[config.mk]
export PLATFORM = sky130hd
export DESIGN_NAME = saa1099_write_queue
export DESIGN_NICKNAME = d
export VERILOG_FILES = /design/src/rtl/saa1099_pkg.sv /design/src/rtl/saa1099_wq_fifo.sv /design/src/rtl/saa1099_write_queue.sv
export SDC_FILE = /design/constraint.sdc
export NUM_CORES = 1
export LEC_CHECK = 0
export CAP_MARGIN = 20
export CORE_MARGIN = 1.5
export CORE_UTILIZATION = 45
export DETAILED_ROUTE_END_ITERATION = 12
export GPL_ROUTABILITY_DRIVEN = 0
export GPL_TIMING_DRIVEN = 0
export PLACE_DENSITY = 0.76
export RECOVER_POWER = 100
export SETUP_SLACK_MARGIN = 0.2
export SLEW_MARGIN = 25
export SYNTH_ARGS = -nofsm -noshare
export SYNTH_HDL_FRONTEND = slang
export SYNTH_SLANG_ARGS = --single-unit
[constraint.sdc]
create_clock -name clk_sys -period 2.8 [get_ports clk_sys]
set_clock_uncertainty 0.15 [all_clocks]
set_input_delay 0.56 -clock clk_sys [delete_from_list [all_inputs] [get_ports clk_sys]]
set_output_delay 0.56 -clock clk_sys [all_outputs]
set_load 0.005 [all_outputs]
[src/rtl/saa1099_pkg.sv]
// Shared types and constants for the SAA1099 write queue.
package saa1099_pkg;

  typedef enum logic [1:0] {
    ST_IDLE   = 2'd0,
    ST_SETUP  = 2'd1,
    ST_STROBE = 2'd2,
    ST_GAP    = 2'd3
  } state_e;

  localparam int ENTRY_W = 9;
  localparam int CNT_W   = 8;

endpackage

[src/rtl/saa1099_wq_fifo.sv]
// Synchronous FIFO of {a0, data} entries. The head is readable combinationally.
module saa1099_wq_fifo
  import saa1099_pkg::*;
#(
  parameter int DEPTH_LOG2 = 4
) (
  input  logic                 clk_sys,
  input  logic                 rst,
  input  logic                 push,
  input  logic                 pop,
  input  logic [ENTRY_W-1:0]   din,
  output logic [ENTRY_W-1:0]   dout,
  output logic [DEPTH_LOG2:0]  level,
  output logic                 full,
  output logic                 empty
);

  localparam int DEPTH = 2 ** DEPTH_LOG2;
  localparam int LW    = DEPTH_LOG2 + 1;

  logic [ENTRY_W-1:0]    r_mem [DEPTH];
  logic [DEPTH_LOG2-1:0] r_wr_ptr;
  logic [DEPTH_LOG2-1:0] r_rd_ptr;
  logic [LW-1:0]         r_level;
  logic                  w_pop_ok;
  logic                  w_push_ok;

  assign full      = (r_level == LW'(DEPTH));
  assign empty     = (r_level == '0);
  assign level     = r_level;
  assign dout      = r_mem[r_rd_ptr];
  assign w_pop_ok  = pop && !empty;
  // A pop in the same cycle frees the slot, so a push into a full FIFO still lands.
  assign w_push_ok = push && (!full || w_pop_ok);

  always_ff @(posedge clk_sys) begin
    if (w_push_ok) begin
      r_mem[r_wr_ptr] <= din;
    end
  end

  always_ff @(posedge clk_sys) begin
    if (rst) begin
      r_wr_ptr <= '0;
      r_rd_ptr <= '0;
      r_level  <= '0;
    end else begin
      if (w_push_ok) r_wr_ptr <= r_wr_ptr + 1'b1;
      if (w_pop_ok)  r_rd_ptr <= r_rd_ptr + 1'b1;
      if (w_push_ok && !w_pop_ok) begin
        r_level <= r_level + LW'(1);
      end else if (!w_push_ok && w_pop_ok) begin
        r_level <= r_level - LW'(1);
      end
    end
  end

endmodule

[src/rtl/saa1099_write_queue.sv]
// Queues CPU writes and replays each as one cs_n/wr_n strobe on the SAA1099 bus at ce pace.
// Defining SAA_QUEUE_DROP_CNT_EN adds a saturating drop_cnt output.
module saa1099_write_queue
  import saa1099_pkg::*;
#(
  parameter int DEPTH_LOG2 = 4,
  parameter int STROBE_CE  = 2,
  parameter int GAP_CE     = 1
) (
  input  logic                 clk_sys,
  input  logic                 rst,
  input  logic                 ce,
  input  logic                 wr_req,
  input  logic                 wr_a0,
  input  logic [7:0]           wr_din,
  input  logic                 ovf_clr,
  output logic                 empty,
  output logic                 full,
  output logic [DEPTH_LOG2:0]  level,
  output logic                 busy,
  output logic                 ovf,
  output logic                 saa_cs_n,
  output logic                 saa_a0,
  output logic                 saa_wr_n,
`ifdef SAA_QUEUE_DROP_CNT_EN
  output logic [7:0]           drop_cnt,
`endif
  output logic [7:0]           saa_din
);

  state_e             r_state, w_state_nxt;
  logic [CNT_W-1:0]   r_cnt, w_cnt_nxt;
  logic               r_cs_n, w_cs_n_nxt;
  logic               r_wr_n, w_wr_n_nxt;
  logic               r_a0, w_a0_nxt;
  logic [7:0]         r_din, w_din_nxt;
  logic               r_ovf;
  logic               w_pop;
  logic               w_drop;
  logic               w_empty;
  logic               w_full;
  logic [ENTRY_W-1:0] w_head;
  logic [DEPTH_LOG2:0] w_level;

  saa1099_wq_fifo #(
    .DEPTH_LOG2 (DEPTH_LOG2)
  ) u_fifo (
    .clk_sys (clk_sys),
    .rst     (rst),
    .push    (wr_req),
    .pop     (w_pop),
    .din     ({wr_a0, wr_din}),
    .dout    (w_head),
    .level   (w_level),
    .full    (w_full),
    .empty   (w_empty)
  );

  assign w_drop = wr_req && w_full && !w_pop;

  always_comb begin
    w_state_nxt = r_state;
    w_cnt_nxt   = r_cnt;
    w_cs_n_nxt  = r_cs_n;
    w_wr_n_nxt  = r_wr_n;
    w_a0_nxt    = r_a0;
    w_din_nxt   = r_din;
    w_pop       = 1'b0;
    case (r_state)
      // IDLE ignores ce so a queued write starts on the very next clk.
      ST_IDLE: begin
        if (!w_empty) begin
          w_pop       = 1'b1;
          w_a0_nxt    = w_head[8];
          w_din_nxt   = w_head[7:0];
          w_cs_n_nxt  = 1'b0;
          w_wr_n_nxt  = 1'b1;
          w_state_nxt = ST_SETUP;
        end
      end
      ST_SETUP: begin
        if (ce) begin
          w_wr_n_nxt  = 1'b0;
          w_cnt_nxt   = '0;
          w_state_nxt = ST_STROBE;
        end
      end
      ST_STROBE: begin
        if (ce) begin
          if (r_cnt == CNT_W'(STROBE_CE - 1)) begin
            w_wr_n_nxt  = 1'b1;
            w_cs_n_nxt  = 1'b1;
            w_cnt_nxt   = '0;
            w_state_nxt = ST_GAP;
          end else begin
            w_cnt_nxt = r_cnt + 1'b1;
          end
        end
      end
      ST_GAP: begin
        if (ce) begin
          if (r_cnt == CNT_W'(GAP_CE - 1)) begin
            w_cnt_nxt   = '0;
            w_state_nxt = ST_IDLE;
          end else begin
            w_cnt_nxt = r_cnt + 1'b1;
          end
        end
      end
      default: w_state_nxt = ST_IDLE;
    endcase
  end

  always_ff @(posedge clk_sys) begin
    if (rst) begin
      r_state <= ST_IDLE;
      r_cnt   <= '0;
      r_cs_n  <= 1'b1;
      r_wr_n  <= 1'b1;
      r_a0    <= 1'b0;
      r_din   <= '0;
      r_ovf   <= 1'b0;
    end else begin
      r_state <= w_state_nxt;
      r_cnt   <= w_cnt_nxt;
      r_cs_n  <= w_cs_n_nxt;
      r_wr_n  <= w_wr_n_nxt;
      r_a0    <= w_a0_nxt;
      r_din   <= w_din_nxt;
      if (w_drop) begin
        r_ovf <= 1'b1;
      end else if (ovf_clr) begin
        r_ovf <= 1'b0;
      end
    end
  end

`ifdef SAA_QUEUE_DROP_CNT_EN
  logic [7:0] r_drop_cnt;

  always_ff @(posedge clk_sys) begin
    if (rst) begin
      r_drop_cnt <= '0;
    end else if (w_drop) begin
      r_drop_cnt <= ovf_clr ? 8'd1 : ((r_drop_cnt == 8'hFF) ? 8'hFF : r_drop_cnt + 8'd1);
    end else if (ovf_clr) begin
      r_drop_cnt <= '0;
    end
  end

  assign drop_cnt = r_drop_cnt;
`endif

  assign empty    = w_empty;
  assign full     = w_full;
  assign level    = w_level;
  assign busy     = (r_state != ST_IDLE) || !w_empty;
  assign ovf      = r_ovf;
  assign saa_cs_n = r_cs_n;
  assign saa_wr_n = r_wr_n;
  assign saa_a0   = r_a0;
  assign saa_din  = r_din;

endmodule

# Yosys cells after proc, flatten, opt, wreduce, memory -nomap -nowiden
# Memory sizes are Yosys's and may differ from the RTL's. A register that Yosys moved wholly into a read port is not among the register bits.
# Index checks and enable logic that the tools add are counted.
# totals
latchBits	0
memories	1
out_inout_bits	20
register_bits	26
elab_cells	81
inputBits	14
rom_bits	0
ramBits	144
# op_classes
eq_ne	11
reduce_logical	27
addsub	5
div_mod_pow	0
shift	0
n_mul	0
bitwise	1
n_mux	28
order_cmp	0
# mem_list
memory	depth	width	rd	rd_clocked_by_memory_dff	write_ports	line_no	source
u_fifo.r_mem	16	9	1	1	1	saa1099_wq_fifo.sv:21	logic [ENTRY_W-1:0] r_mem [DEPTH];
# ops
cell	count
$mux 8	5
$pmux 8 s3	1
$mux 2	6
$ne 2x2->1 const B	6
$mux 1	11
$mux 5	2
$add 4x1->4 const B	2
$add 8x1->8 const B	1
$eq 8x1->1 const B	1
$logic_not 8->1	1
$pmux 2 s4	1
$reduce_and 4->1	2
$reduce_bool 2->1	4
$logic_and 1x1->1	6
$reduce_and 6->1	1
$reduce_bool 3->1	2
$add 5x1->5 const B	1
$eq 5x5->1 const B	1
$logic_not 1->1	5
$logic_not 5->1	1
$reduce_and 5->1	1
$sub 5x1->5 const B	1
$eq 2x2->1 const B	2
$pmux 1 s3	1
6 further kinds	7

# Logic depth before layout (Yosys ltp)
# depth
ltp_word	10
depth_mapped	13
depth_no_buf	12

# Cells and area by module
# Synthesis repeated with hierarchy kept, for this count alone.
# hier_totals
hier_cells	480
hier_area_um2	7581.0
# by_module_without_submodules
mod	n_inst	cells_per_inst	area_each_um2
saa1099_wq_fifo	1	335	6366.1
saa1099_write_queue	1	145	1214.9

# Worst setup path before layout
# OpenSTA, ideal clock, no wires.
# synth_path
kind	register to register
start	reg u_fifo.r_level[0] (netlist: u_fifo.level[0])
end	reg u_fifo.r_level[4] (netlist: u_fifo.level[4])
arrival_ns	2.860
n_path_buf	2
synth_period_minus_slack_ns	3.131
stages_incl_launch_ff	12
slack_ns	-0.331
cell_sequence	dfxtp_1 -> or4_1 -> clkbuf_1 -> o21a_1 -> clkbuf_1 -> ha_1 -> inv_1 -> ha_1 -> a21o_1 -> a21oi_1 -> mux2i_1 -> mux2_2
# synth_via
elab_chain_cells	9
word_cells_on_any_way	18
classes_between	add/sub: 2; eq/ne: 1; mux: 4; reduce/logical: 11
# synth_lines
item	line_no	source
from (decl)	saa1099_wq_fifo.sv:24	logic [LW-1:0] r_level;
from (signal assigned)	saa1099_wq_fifo.sv:51	r_level <= r_level + LW'(1);
from (signal assigned)	saa1099_wq_fifo.sv:53	r_level <= r_level - LW'(1);
$logic_not 5->1	saa1099_wq_fifo.sv:29	assign empty = (r_level == '0);
$mux 1	saa1099_write_queue.sv:72	if (!w_empty) begin
$mux 1	saa1099_write_queue.sv:69	case (r_state)
$logic_and 1x1->1	saa1099_wq_fifo.sv:32	assign w_pop_ok = pop && !empty;
$logic_or 1x1->1 (*)	saa1099_wq_fifo.sv:34	assign w_push_ok = push && (!full || w_pop_ok);
$logic_and 1x1->1 (*)	saa1099_wq_fifo.sv:34	
named net u_fifo.w_push_ok	saa1099_wq_fifo.sv:26	logic w_push_ok;
$logic_not 1->1	saa1099_wq_fifo.sv:52	end else if (!w_push_ok && w_pop_ok) begin
$logic_and 1x1->1	saa1099_wq_fifo.sv:52	
$reduce_bool 2->1 (no line)	-	
# The timed path passes the listed nets; every way through them passes the cells marked *. The select of a mux whose other input is x is not followed.
# A chain may end at the register's enable or synchronous reset.

# Worst setup path in the final report
# layout_path
start	reg u_fifo.r_level[1] (netlist: u_fifo.level[1])
end	reg u_fifo.r_level[4] (netlist: u_fifo.level[4])
# The elaborated chain is that of the path after synthesis.

==> flow_results.xml <==
<?xml version="1.0" encoding="UTF-8"?>
<metrics>
  <group name="outcome">
    <metric name="run_status" unit="">finished, violations left</metric>
    <metric name="violated_checks" unit="">setup timing</metric>
  </group>
  <group name="worst_setup_path">
    <metric name="critical_path.most_common_cell" unit="">ha_4</metric>
    <metric name="r2r-start" unit="">u_fifo.level[1]</metric>
    <metric name="worstPathCellList" unit="">or4_4 &gt; buf_8 &gt; o21a_1 &gt; clkbuf_8 &gt; ha_4 &gt; inv_6 &gt; ha_4 &gt; a21o_1 &gt; a21oi_2 &gt; mux2i_1 &gt; mux2_2</metric>
    <metric name="critical_path_buf_inv_count" unit="">3</metric>
    <metric name="reg2reg_setup_slack" unit="ns">-0.12</metric>
    <metric name="ff2ff_path_depth" unit="">11</metric>
    <metric name="crit_path_largest_cell_delay" unit="ns">0.54</metric>
    <metric name="critical_path_s_top_delay_family" unit="">multiplexers</metric>
    <metric name="crit_type" unit="">register to register</metric>
    <metric name="arrival_time_of_the_worst_setup_path" unit="ns">3.08</metric>
    <metric name="worstPathRequired" unit="ns">2.96</metric>
    <metric name="reg2reg_to" unit="">u_fifo.level[4]</metric>
    <metric name="critPathLaunchType" unit="">register</metric>
    <metric name="critPathMaxFanout" unit="">5</metric>
    <metric name="timing.critical_path.to_type" unit="">register</metric>
    <metric name="critPathSlowestCell" unit="">or4_4</metric>
  </group>
  <group name="yosys">
    <metric name="area_fraction_in_compound_gates_after_synthesis" unit="%">8.72</metric>
    <metric name="synthDistinctLibCells" unit="">50</metric>
    <metric name="synth_xor_xnor_area_share" unit="%">0.942</metric>
    <metric name="synthesis.instances" unit="">497</metric>
    <metric name="synthesis.area_per_instance" unit="sq um">15.0</metric>
    <metric name="ys.warnings.count" unit="">0</metric>
    <metric name="synth_enable_flop_cells" unit="">144</metric>
    <metric name="synth.cell_area" unit="sq um">7430</metric>
    <metric name="synth_top_family_by_area" unit="">multiplexers</metric>
    <metric name="synth_nets" unit="">529</metric>
    <metric name="post_synth_and_or_nand_nor_area_fraction" unit="%">6.16</metric>
    <metric name="synth_ff_type" unit="">edfxtp_1</metric>
    <metric name="fraction_of_registers_with_async_set_reset" unit="%">0</metric>
    <metric name="post_synth_fa_ha_maj_area_fraction" unit="%">3.13</metric>
    <metric name="ys_seq_elements" unit="">179</metric>
    <metric name="ys_seq_area_share" unit="%">67.6</metric>
    <metric name="post_synth_mux_area_share" unit="%">11.1</metric>
  </group>
  <group name="clock_tree">
    <metric name="h-tree-depth" unit="">4</metric>
    <metric name="insertion_delay" unit="ns">0.43</metric>
    <metric name="cts-root-to-sink-buffers" unit="">2</metric>
    <metric name="cts_made_buffers" unit="">17</metric>
    <metric name="tritoncts" unit="">done</metric>
    <metric name="numClockSinks" unit="">179</metric>
    <metric name="clk_transition_reported_paths" unit="ns">0.06</metric>
    <metric name="cts_root_buffer" unit="">clkbuf_16</metric>
  </group>
  <group name="finish">
    <metric name="finalCoreUtilization" unit="%">55.3</metric>
    <metric name="syn_to_final_growth" unit="%">19.1</metric>
    <metric name="final_design_area_excluding_fillers" unit="sq um">8850</metric>
    <metric name="mostFrequentLayoutCell" unit="">edfxtp_1</metric>
    <metric name="fillers" unit="">1298</metric>
    <metric name="numnets_final" unit="">591</metric>
    <metric name="layout.cells.most_common_list" unit="">edfxtp_1 (144), mux2i_1 (41), dfxtp_1 (31), nor2_1 (24), o22ai_1 (19)</metric>
    <metric name="antenna_cells_inserted" unit="">0</metric>
    <metric name="drive_gt1_share" unit="%">19.2</metric>
    <metric name="final_cells" unit="">788</metric>
  </group>
  <group name="global_routing">
    <metric name="grt_pass1_vias" unit="">4632</metric>
    <metric name="grt_start_max_net_pins" unit="">17</metric>
    <metric name="globalRouteOverflowTotal" unit="">0</metric>
    <metric name="first_pass_grt_wire_length" unit="mm">25.2</metric>
    <metric name="grtUsageTotal" unit="%">19.3</metric>
    <metric name="grt_antenna_before_repair" unit="">0</metric>
  </group>
  <group name="timing">
    <metric name="post-route-min-period" unit="ns">2.92</metric>
    <metric name="pnr_worst_setup_slack" unit="ns">-0.119</metric>
    <metric name="grt_setup_unrepaired" unit="">yes</metric>
    <metric name="ratio_of_final_minimum_period_to_clock_period" unit="%">104</metric>
    <metric name="finalHoldViolCount" unit="">0</metric>
    <metric name="finalSetupViolations" unit="">1</metric>
    <metric name="hold_slack" unit="ns">0.359</metric>
    <metric name="slew_headroom" unit="%">42.4</metric>
    <metric name="tightest_slew" unit="ns">0.861</metric>
    <metric name="finalMaxSlewViolations" unit="">0</metric>
    <metric name="peak_freq" unit="MHz">343</metric>
  </group>
  <group name="power">
    <metric name="power.net_switching" unit="mW">2.20</metric>
    <metric name="power.share.combinational" unit="%">27.8</metric>
    <metric name="seqPwrFrac" unit="%">42.3</metric>
    <metric name="p_leak" unit="nW">2.84</metric>
    <metric name="intPower" unit="mW">5.27</metric>
    <metric name="p_total" unit="mW">7.47</metric>
    <metric name="power-per-cell-area" unit="nW/um^2">844</metric>
    <metric name="sw_frac_of_total" unit="%">29.5</metric>
    <metric name="power_frac_clock" unit="%">29.9</metric>
    <metric name="max-vdd-ir-drop" unit="V">0.000644</metric>
  </group>
  <group name="route">
    <metric name="postRouteWirelength" unit="mm">15.9</metric>
    <metric name="post_drt_wl_per_cell" unit="um">20.2</metric>
    <metric name="routed-via-count" unit="">4473</metric>
    <metric name="drt-vias-per-instance" unit="">5.68</metric>
    <metric name="number_of_iterations_in_the_first_detailed_routing_pass" unit="">5</metric>
    <metric name="remaining_drc_errors" unit="">0</metric>
    <metric name="initialDrtViolationCount" unit="">452</metric>
    <metric name="drtAntennaViolNets" unit="">0</metric>
  </group>
  <group name="placed_design">
    <metric name="place_hpwl" unit="mm">10.3</metric>
    <metric name="numPortBuffers" unit="">32</metric>
    <metric name="dp.cells" unit="">745</metric>
    <metric name="placed_cell_area" unit="sq um">8120</metric>
  </group>
  <group name="floorplan">
    <metric name="dieArea" unit="sq um">17300</metric>
    <metric name="die_x" unit="um">132</metric>
    <metric name="die-height" unit="um">132</metric>
    <metric name="boundaryPins" unit="">34</metric>
    <metric name="core_region_area" unit="sq um">16000</metric>
    <metric name="placementRows" unit="">46</metric>
    <metric name="initial_core_util" unit="%">46.5</metric>
  </group>
  <group name="worst_hold_path">
    <metric name="hold_path.class" unit="">register to register</metric>
    <metric name="hold_end" unit="">saa_wr_n</metric>
    <metric name="worstHoldPathCells" unit="">2</metric>
    <metric name="hold_path_startpoint" unit="">saa_wr_n</metric>
  </group>
  <group name="run">
    <metric name="drv_cap" unit="">0</metric>
  </group>
</metrics>
## repair_timing
action / CTS / global route
setup endpoints to repair: 25 / 67
cloned: 0 / 0
gates resized for setup: 27 / 10
setup buffers: 8 / 3
hold buffers: 0 / 0
pin swaps: 3 / 5
## through the flow
stage | setup WS, ns | TNS [ns]
after detailed placement | -0.488 | -4.34
after CTS | -0.140 | -0.140
after global routing | -0.233 | -0.312
final | -0.119 | -0.119
after floorplan | -0.0706 | -0.0706
after global placement | -0.409 | -13.64
## sequential cells by signal, summed over array words and instances (netlist names)
register         count
saa_din              8
u_fifo.r_wr_ptr      4
u_fifo.r_rd_ptr      4
r_cnt                8
u_fifo.level         5
saa_cs_n             1
r_state              2
saa_wr_n             1
u_fifo.r_mem       144
saa_a0               1
ovf                  1
## worst max-delay path by stage
stage	startpoint	to	slack, ns	depth (start not counted)
finish	u_fifo.level[1]	u_fifo.level[4]	-0.12	11
global route	u_fifo.level[1]	u_fifo.level[4]	-0.23	11
CTS	u_fifo.level[1]	u_fifo.level[4]	-0.14	11
detailed placement	r_state[0]	u_fifo.level[4]	-0.49	13
global placement	r_state[0]	u_fifo.level[4]	-0.41	13
floorplan	u_fifo.level[1]	u_fifo.level[4]	-0.07	11
## cell families (layout without fill, tap and decap cells)
family | count (synthesis) | after routing
flip-flops | 179 | 179
AO/OA/AOI/OAI | 94 | 94
AND/OR/NAND/NOR | 94 | 94
multiplexers | 60 | 60
buffers and inverters | 44 | 119
adder cells (fa/ha/maj) | 18 | 18
XOR/XNOR | 8 | 8
## synth_stat cells (2+ instances only)
cell       number  area share (%)
xnor2_1         4            0.47
clkbuf_1       16            0.81
o22ai_1        19             1.6
a211oi_1        3            0.30
inv_1          17            0.86
or3_1           5            0.42
o2111ai_1       2            0.24
a211o_1         3            0.35
buf_2           7            0.47
a2111oi_0       2            0.24
nor2_1         34             1.7
nor3_1         17             1.1
nand2b_1        3            0.25
nor4_1          2            0.17
a31o_2          2            0.24
a22oi_1         9            0.91
edfxtp_1      144              58
xor2_1          4            0.47
or2_2           2            0.17
a21oi_1        18             1.2
buf_1           4            0.20
o21ai_0        14            0.94
nand2_1        13            0.66
a31oi_2         2            0.34
and3_1          2            0.17
ha_1           17             2.9
mux4_2         18             5.5
mux2i_1        41             5.5
o211ai_1        7            0.71
nand3_1         9            0.61
a21o_1          2            0.20
nor2b_1         3            0.25
dfxtp_1        35             9.4
## power by group through the flow
| stage | Sequential, mW | Combinational (mW) | Clock (mW) |
|---|---|---|---|
| finish | 3.16 | 2.08 | 2.24 |
| global route | 3.18 | 2.26 | 2.36 |
| CTS | 3.17 | 2.04 | 2.26 |
| detailed placement | 3.23 | 1.88 | 0 |
| global placement | 3.21 | 1.81 | 0 |
| floorplan | 3.20 | 1.24 | 0 |
## area by class of cell
type	count	area (sq um)	share of cell area [%]
clock inverters	10	101	1.15
repair buffers	43	408	4.61
inverters	17	68.8	0.777
clock buffers	22	454	5.13
flip-flops and latches	179	5030	56.9
well taps	216	270	3.05
multi-input cells	274	2380	26.8
plain buffers	27	138	1.55
## metal layers
metal | up-vias | GRT usage, % | part of all wire (%)
li1 | 2061 | - | -
met1 | 2216 | 25.3 | 42
met4 | 0 | 7.65 | 1.9
met5 | - | 0 | 0
met3 | 21 | 4.71 | 6.5
met2 | 175 | 31.1 | 49
## worst register-to-register path, delay by kind of cell, from the launching register on
kind / cells / cell delay (ns)
fa+ha+maj: 2 / 0.37
simple gates: 1 / 0.54
compound gates: 3 / 0.50
flops: 1 / 0.36
mux: 2 / 0.56
buf+inv: 3 / 0.35
No activity file was read; power rests on OpenSTA's default activity.
